===== config.mk =====
export PLATFORM = sky130hd
export DESIGN_NAME = fetch_sequencer
export DESIGN_NICKNAME = d
export VERILOG_FILES = /design/src/rtl/fetch_sequencer.sv
export SDC_FILE = /design/constraint.sdc
export NUM_CORES = 1
export LEC_CHECK = 0
export BUFFER_PORTS_ARGS = -buffer_cell sky130_fd_sc_hd__buf_4
export CELL_PAD_IN_SITES_DETAIL_PLACEMENT = 0
export CELL_PAD_IN_SITES_GLOBAL_PLACEMENT = 1
export CORE_UTILIZATION = 31
export CTS_CLUSTER_SIZE = 8
export DETAILED_ROUTE_END_ITERATION = 6
export HOLD_SLACK_MARGIN = 0.1
export PLACE_DENSITY_LB_ADDON = 0.1
export SLEW_MARGIN = 40
export SYNTH_ARGS = -nofsm -noshare
export SYNTH_HDL_FRONTEND = slang
export SYNTH_SLANG_ARGS = --single-unit

===== constraint.sdc =====
create_clock -name clk -period 2.4 [get_ports clk]
set_input_delay 0.36 -clock clk [delete_from_list [all_inputs] [get_ports clk]]
set_output_delay 0.36 -clock clk [all_outputs]
set_load 0.1 [all_outputs]

===== src/rtl/fetch_sequencer.sv =====
// fetch_sequencer: IDLE/FETCH/WAIT/ISSUE/HALT instruction fetch sequencer; FETCH_SEQ_PERF_EN adds cycle/retire counters.
`ifndef WIDTH
`define WIDTH 32
`endif

module fetch_sequencer (
   input  logic              clk,
   input  logic              reset,
   input  logic              start,
   output logic              imem_req,
   output logic [`WIDTH-1:0] imem_addr,
   input  logic              imem_valid,
   input  logic [`WIDTH-1:0] imem_data,
   output logic [`WIDTH-1:0] inst,
   output logic              inst_valid,
   input  logic              exec_ready,
   input  logic              halted,
   input  logic              branch_taken,
   input  logic [`WIDTH-1:0] branch_target,
   output logic              running,
`ifdef FETCH_SEQ_PERF_EN
   output logic [`WIDTH-1:0] cycle_count,
   output logic [`WIDTH-1:0] retired_count,
`endif
   output logic [`WIDTH-1:0] pc
);
   typedef enum logic [2:0] {IDLE, FETCH, WAIT, ISSUE, HALT} state_t;
   state_t state, next_state;
   logic accept;
   always_comb begin
      accept     = (state == ISSUE) && exec_ready;
      imem_req   = state == FETCH;
      imem_addr  = imem_req ? pc : '0;
      inst_valid = state == ISSUE;
      running    = (state == FETCH) || (state == WAIT) || (state == ISSUE);
      next_state = (state == IDLE && start)     ? FETCH :
                   (state == FETCH)             ? WAIT  :
                   (state == WAIT && imem_valid) ? ISSUE :
                   accept                       ? (halted ? HALT : FETCH) :
                                                  state;
   end
   always_ff @(posedge clk) begin
      if (reset) begin
         state <= IDLE;
         pc    <= '0;
         inst  <= '0;
      end else begin
         state <= next_state;
         if (state == WAIT && imem_valid)
            inst <= imem_data;
         if (accept && !halted)
            pc <= branch_taken ? {branch_target[`WIDTH-1:2], 2'b00} : pc + `WIDTH'(4);
      end
   end
`ifdef FETCH_SEQ_PERF_EN
   always_ff @(posedge clk) begin
      if (reset) begin
         cycle_count   <= '0;
         retired_count <= '0;
      end else begin
         cycle_count   <= cycle_count + `WIDTH'(running && !(&cycle_count));
         retired_count <= retired_count + `WIDTH'(accept && !(&retired_count));
      end
   end
`endif
endmodule


==> metrics.csv, run 1 <==
metric;value;unit
avgSynthCellArea;7.34;um2
synth_compound_area_frac;0.204;
setup-violations-final;0;
row_count;38;
rrSetupSlack;0.36;ns
startpoint;state[0]$_SDFFE_PP0P_;
cp_max_fo;30;
required;2.04;ns
n_fill_cell;1138;
crit_chain;nand2b_1 -> nor2_2 -> buf_4 -> and2_2 -> buf_4;
antenna_found_initial;0;
fp.dieW;107;um
final_common_cell;buf_4;
synthTopCellsByArea;dfxtp_1, nand2_1, a21oi_1, and2_1, nor2_1;
start_kind;flip-flop;
yosys.area.top_type_share;0.378;
cpMostUsedCell;buf_4;
slew_headroom;0.605;
die_h;107;um
ir_drop;0.000258;V
numCtsBuffers;9;
gp_congestion;0.740;
drt-initial-drc-count;213;
clock-sinks;65;
leakagePower;2.16;nW
drv_cap;0;
outcome;complete, no violations;
viasPerCell;5.04;
yosys.area_share.simple;0.325;
cts_tree;built;
io_buffers;163;
power.share.clock;0.389;
clock-root-buffer;clkbuf_8;
synth_fa_ha_area_frac;0.00363;
hold_buffers;0;
finalCritPeriodShare;0.930;
cts.repair.resized;0;
clock-skew-final;0.0107;ns
clk_path_buf_depth;2;
grt_pass1_vias;3394;
min_path_type;input port to flip-flop;
worst_ep_arrival_time;1.87;ns
period_needed;2.23;ns
ys_seq_area_frac;0.378;
synth_top_family_by_area;simple AND/OR/NAND/NOR gates;
hold_viol_final;0;
start_util;0.318;
grt_pass1_wl;17.0;mm
die_area;11500;um2
hold_start;imem_data[26];
grt_max_degree;46;
synthCells;469;
end_kind;primary output;
max_freq;0.448;GHz
seqPwrFrac;0.386;
grt_overflow;0;
rsz0062_at_grt;no;
dp_hpwl;7.65;mm
r2r_start;pc[3]$_SDFFE_PP0P_;
crit_end;imem_addr[24];
synth_largest_area_cell;dfxtp_1;
clk_latency;0.33;ns
tightestPinTransition;0.589;ns
mostFrequentLayoutCells;buf_4, nand2_1, a21oi_1;
grt_usage;0.187;
synth_ff_type;dfxtp_1;
coreArea;10800;um2
cts.repair_timing.setup_buffer_count;0;
fin_tns_setup;0;ns
power.internal;1.99;mW
yosysUniqueCellTypes;48;
power_density;583;nW/um2
critPathKind;flip-flop to primary output;
finalWirelength;10.9;mm
synthXorXnorAreaFrac;0;
postRouteAntennaNets;0;
worst_path_largest_cell_delay;0.45;ns
net-switching-power;0.960;mW
reg2reg_to;pc[28]$_SDFFE_PP0P_;
clkTransAtPathRegs;0.08;ns
synth_seq_cells;65;
sw_frac_of_total;0.325;
wire_per_inst;14.4;um
antenna_cells;0;
final_net_count;688;
yosys_warnings;0;
pwr-share-comb;0.225;
area_growth;47.0;%
worst_path_max_delay_cell;dfxtp_1;
synth_edf_count;0;
synth_mux_area_frac;0.0323;
drc_errors;0;
pin_count;170;
synth_area;3440;um2
ff2ff_path_depth;6;
drive_gt1_frac;0.356;
asyncSetResetFlopFracSynth;0;
vias;3832;
slew_viol_final;0;
drtPass1Iterations;4;
htreeDepth;3;
p_total;2.95;mW
layer usage:
| layer | global-route usage | share of wire |
|---|---|---|
| met1 | 0.253 | 0.46 |
| met5 | 0 | 0 |
| met4 | 0.0548 | 0.0058 |
| met2 | 0.298 | 0.47 |
| met3 | 0.0400 | 0.061 |
metrics by stage:
stage	hold WS (ns)	util	setup slack (ns)	cell area, um2	instances
CTS	0.242	0.467	0.129	5060	761
finish	0.267	0.467	0.169	5060	761
global placement	0.443	0.445	0.385	4820	745
floorplan	0.496	-	0.00435	3490	472
detailed placement	0.447	0.445	0.364	4820	745
global route	0.242	0.467	0.0112	5060	761
cell usage after synthesis, types with 2 or more instances:
| cell type | n |
|---|---|
| and3_1 | 10 |
| o22ai_1 | 7 |
| a21o_1 | 2 |
| nand4_1 | 10 |
| nor3_1 | 10 |
| buf_2 | 3 |
| nand3_1 | 14 |
| o21ai_0 | 16 |
| buf_4 | 6 |
| mux2i_1 | 10 |
| nor2_1 | 34 |
| a22oi_1 | 4 |
| or3_1 | 3 |
| nor4_1 | 5 |
| dfxtp_1 | 65 |
| o31ai_1 | 2 |
| o41ai_1 | 3 |
| nand2_1 | 92 |
| clkbuf_1 | 31 |
| a32oi_1 | 3 |
| a21oi_1 | 61 |
| and2_1 | 32 |
| or2_2 | 2 |
| a32o_1 | 4 |
| and4_1 | 7 |
| inv_1 | 3 |
| buf_1 | 2 |
| a211oi_1 | 2 |
| a31oi_1 | 7 |
power by group through the flow:
stage                     Clock (mW)  Sequential [mW]  Combinational [mW]
after floorplan                    0             1.37               0.260
after global placement             0             1.16               0.663
after detailed placement           0             1.17               0.669
after CTS                       1.20             1.14               0.670
after global routing            1.23             1.15               0.704
final                           1.15             1.14               0.665
how the worst min path moves through the flow:
stage | endpoint | slack, ns | cells after the start
2_1_floorplan | inst[1]$_SDFFE_PP0P_ | 0.50 | 2
3_3_place_gp | inst[11]$_SDFFE_PP0P_ | 0.44 | 2
3_5_place_dp | inst[23]$_SDFFE_PP0P_ | 0.45 | 2
4_1_cts | inst[9]$_SDFFE_PP0P_ | 0.24 | 3
5_1_grt | inst[9]$_SDFFE_PP0P_ | 0.24 | 3
6_report | inst[26]$_SDFFE_PP0P_ | 0.27 | 3
logic make-up after synthesis:
logic type / after synthesis
AOI/OAI and AO/OA: 118
adders and majority gates: 1
buffers and inverters: 45
DFF: 65
muxes: 11
other: 1
and+or+nand+nor: 228
final cells by class:
type                    count  area (um2)  area share
inverters                   3        11.3     0.00222
flip-flops and latches     65        1320       0.260
multi-input cells         362        1990       0.393
repair buffers            175        1330       0.262
clock buffers              10         128      0.0252
well taps                 140         175      0.0346
clock inverters             6         115      0.0227
flip-flops by register name, indices dropped and copies added, names as in the netlist:
signal  cells
inst       32
state       3
pc         30
critical path, delay by kind of cell, from the launching register on:
| family | cells | cell delay, ns |
|---|---|---|
| buffers and inverters | 2 | 0.56 |
| flip-flops | 1 | 0.45 |
| AND/OR/NAND/NOR | 3 | 0.51 |
Note: power is estimated with default switching activity, not from simulation.
==> inputs of run 2 (changes only) <==
--- a/config.mk
+++ b/config.mk
@@ -8,9 +8,11 @@
 export BUFFER_PORTS_ARGS = -buffer_cell sky130_fd_sc_hd__buf_4
 export CELL_PAD_IN_SITES_DETAIL_PLACEMENT = 0
 export CELL_PAD_IN_SITES_GLOBAL_PLACEMENT = 1
+export CORE_ASPECT_RATIO = 0.9
 export CORE_UTILIZATION = 31
 export CTS_CLUSTER_SIZE = 8
 export DETAILED_ROUTE_END_ITERATION = 6
+export GPL_TIMING_DRIVEN = 0
 export HOLD_SLACK_MARGIN = 0.1
 export PLACE_DENSITY_LB_ADDON = 0.1
 export SLEW_MARGIN = 40
==> run 2 against run 1 <==
Compared with the run above: clock skew fell by 0.0055 ns; fmax fell by 1.6%; critical path depth did not move; sequential share of layout area fell by 0.76 points; critical path type unchanged; critical endpoint is now imem_addr[2]; largest cell class unchanged; highest routed layer unchanged.
==> metrics.csv, run 2 (synthesized netlist as in run 1, its figures left out) <==
metric;value;unit;change
pre_cts_ws;0.0324;ns;was 0.364 ns
setup-violations-final;0;;unchanged
final_net_count;717;;was 688
pin_count;170;;unchanged
power_density;634;nW/um2;was 583 nW/um2
critPathKind;flip-flop to primary output;;unchanged
clk_latency;0.34;ns;was 0.33 ns
clk_path_buf_depth;2;;unchanged
gp_congestion;0.847;;was 0.740
finalWirelength;13.0;mm;was 10.9 mm
sw_frac_of_total;0.307;;was 0.325
clock-skew-final;0.00522;ns;was 0.0107 ns
coreArea;10800;um2;about the same
die_h;102;um;was 107 um
final_common_cell;buf_4;;unchanged
drc_errors;0;;unchanged
seqCellArea;1320;um2;unchanged
worst_ep_arrival_time;1.91;ns;was 1.87 ns
holdPathStages;3;;unchanged
required;2.04;ns;about the same
row_count;36;;was 38
power.internal;2.29;mW;was 1.99 mW
io_buffers;162;;was 163
fin_tns_setup;0;ns;unchanged
wire_per_inst;16.6;um;was 14.4 um
n_fill_cell;1115;;was 1138
clock-root-buffer;clkbuf_16;;was clkbuf_8
postRouteAntennaNets;0;;unchanged
net-switching-power;1.02;mW;was 0.960 mW
seqPwrFrac;0.345;;was 0.386
die_area;11500;um2;about the same
multi_input_area;1990;um2;about the same
cts_tree;built;;unchanged
tightestPinTransition;0.726;ns;was 0.589 ns
fp.dieW;113;um;was 107 um
rsz0062_at_grt;no;;unchanged
period_needed;2.27;ns;was 2.23 ns
dp_hpwl;9.39;mm;was 7.65 mm
clkTransAtPathRegs;0.05;ns;was 0.08 ns
max_freq;0.441;GHz;was 0.448 GHz
largest_reg_flops;32;;unchanged
grt_overflow;0;;unchanged
mostFrequentLayoutCells;buf_4, nand2_1, a21oi_1;;unchanged
clock-sinks;65;;unchanged
grt_pass1_vias;3514;;was 3394
end_kind;primary output;;unchanged
leakagePower;2.23;nW;was 2.16 nW
drtPass1Iterations;4;;unchanged
hold_buffers;0;;unchanged
grt_max_degree;11;;was 46
ff2ff_path_depth;6;;unchanged
pwr-share-comb;0.208;;was 0.225
area_growth;51.4;%;was 47.0%
htreeDepth;3;;unchanged
largest-register;inst;;unchanged
outcome;complete, no violations;;unchanged
setup_slack;0.134;ns;was 0.169 ns
hold_viol_final;0;;unchanged
cp_max_fo;10;;was 30
drv_cap;0;;unchanged
drt-initial-drc-count;274;;was 213
numCtsBuffers;9;;unchanged
start_kind;flip-flop;;unchanged
grt_pass1_wl;19.3;mm;was 17.0 mm
grt_usage;0.220;;was 0.187
finalCritPeriodShare;0.944;;was 0.930
antenna_cells;0;;unchanged
viasPerCell;5.20;;was 5.04
antenna_found_initial;0;;unchanged
reg_top3;inst: 32 flops, pc: 30 flops, state: 3 flops;;unchanged
min_path_type;input port to flip-flop;;unchanged
fin_util;0.482;;was 0.467
ir_drop;0.000314;V;was 0.000258 V
vias;4070;;was 3832
power.share.clock;0.446;;was 0.389
drive_gt1_frac;0.334;;was 0.356
start_util;0.319;;was 0.318
slew_headroom;0.512;;was 0.605
slew_viol_final;0;;unchanged
run 2: cell types whose count changed in the layout (fill, tap and decap cells not counted), sizes merged:
| cell | previous run | this run |
|---|---|---|
| buf | 175 | 174 |
| bufinv | 3 | 2 |
| inv | 4 | 3 |
| clkinv | 1 | 0 |
| clkinvlp | 1 | 0 |
| clkbuf | 10 | 43 |
run 2: cell type report:
type / count / share of cell area
Timing Repair Buffer: 162 / 0.233
Buffer: 42 / 0.0362
Sequential cell: 65 / 0.252
Clock buffer: 13 / 0.0518
Tap cell: 133 / 0.0319
Multi-Input combinational cell: 362 / 0.381
Inverter: 3 / 0.00216
Clock inverter: 2 / 0.0115
run 2: worst max-delay path, cell delays in order, from the launching register on:
cell and delay [ns]:
dfxtp_1 0.42, nand2b_1 0.19, nor2_1 0.22, buf_2 0.26, and2_1 0.18, buf_4 0.29
run 2: power by group through the flow:
stage               Sequential [mW]  Clock (mW)  Combinational, mW
floorplan                      1.37           0              0.260
global placement               1.16           0              0.687
detailed placement             1.16           0              0.692
CTS                            1.14        1.50              0.694
global route                   1.15        1.55              0.729
finish                         1.14        1.47              0.689
run 2: path summary, 6_finish.rpt:
kind | from | to | slack, ns
setup / recovery | state[0]$_SDFFE_PP0P_ | imem_addr[2] | 0.13
setup reg to reg | pc[2]$_SDFFE_PP0P_ | pc[28]$_SDFFE_PP0P_ | 0.23
hold reg to reg | inst[10]$_SDFFE_PP0P_ | inst[10]$_SDFFE_PP0P_ | 0.45
hold / removal | imem_data[26] | inst[26]$_SDFFE_PP0P_ | 0.27
run 2: repair_timing:
| action | 4_1_cts | 5_1_grt |
|---|---|---|
| cloned | 0 | 0 |
| buffers inserted | 0 | 0 |
| endpoints found under the setup margin | 20 | 13 |
| resized for setup | 2 | 4 |
run 2: metal layers:
metal,part of all wire,GRT usage
met5,0,0
met4,0.013,0.0719
met3,0.071,0.0504
met2,0.44,0.336
met1,0.47,0.308
run 2: per-stage QoR:
step,instance area [um2],hold WS (ns),power [mW],std cells
final,5220,0.269,3.31,782
after global routing,5220,0.265,3.43,782
after CTS,5210,0.260,3.34,782
after detailed placement,4880,0.448,1.86,767
after global placement,4880,0.443,1.85,767
after floorplan,3490,0.496,1.63,472
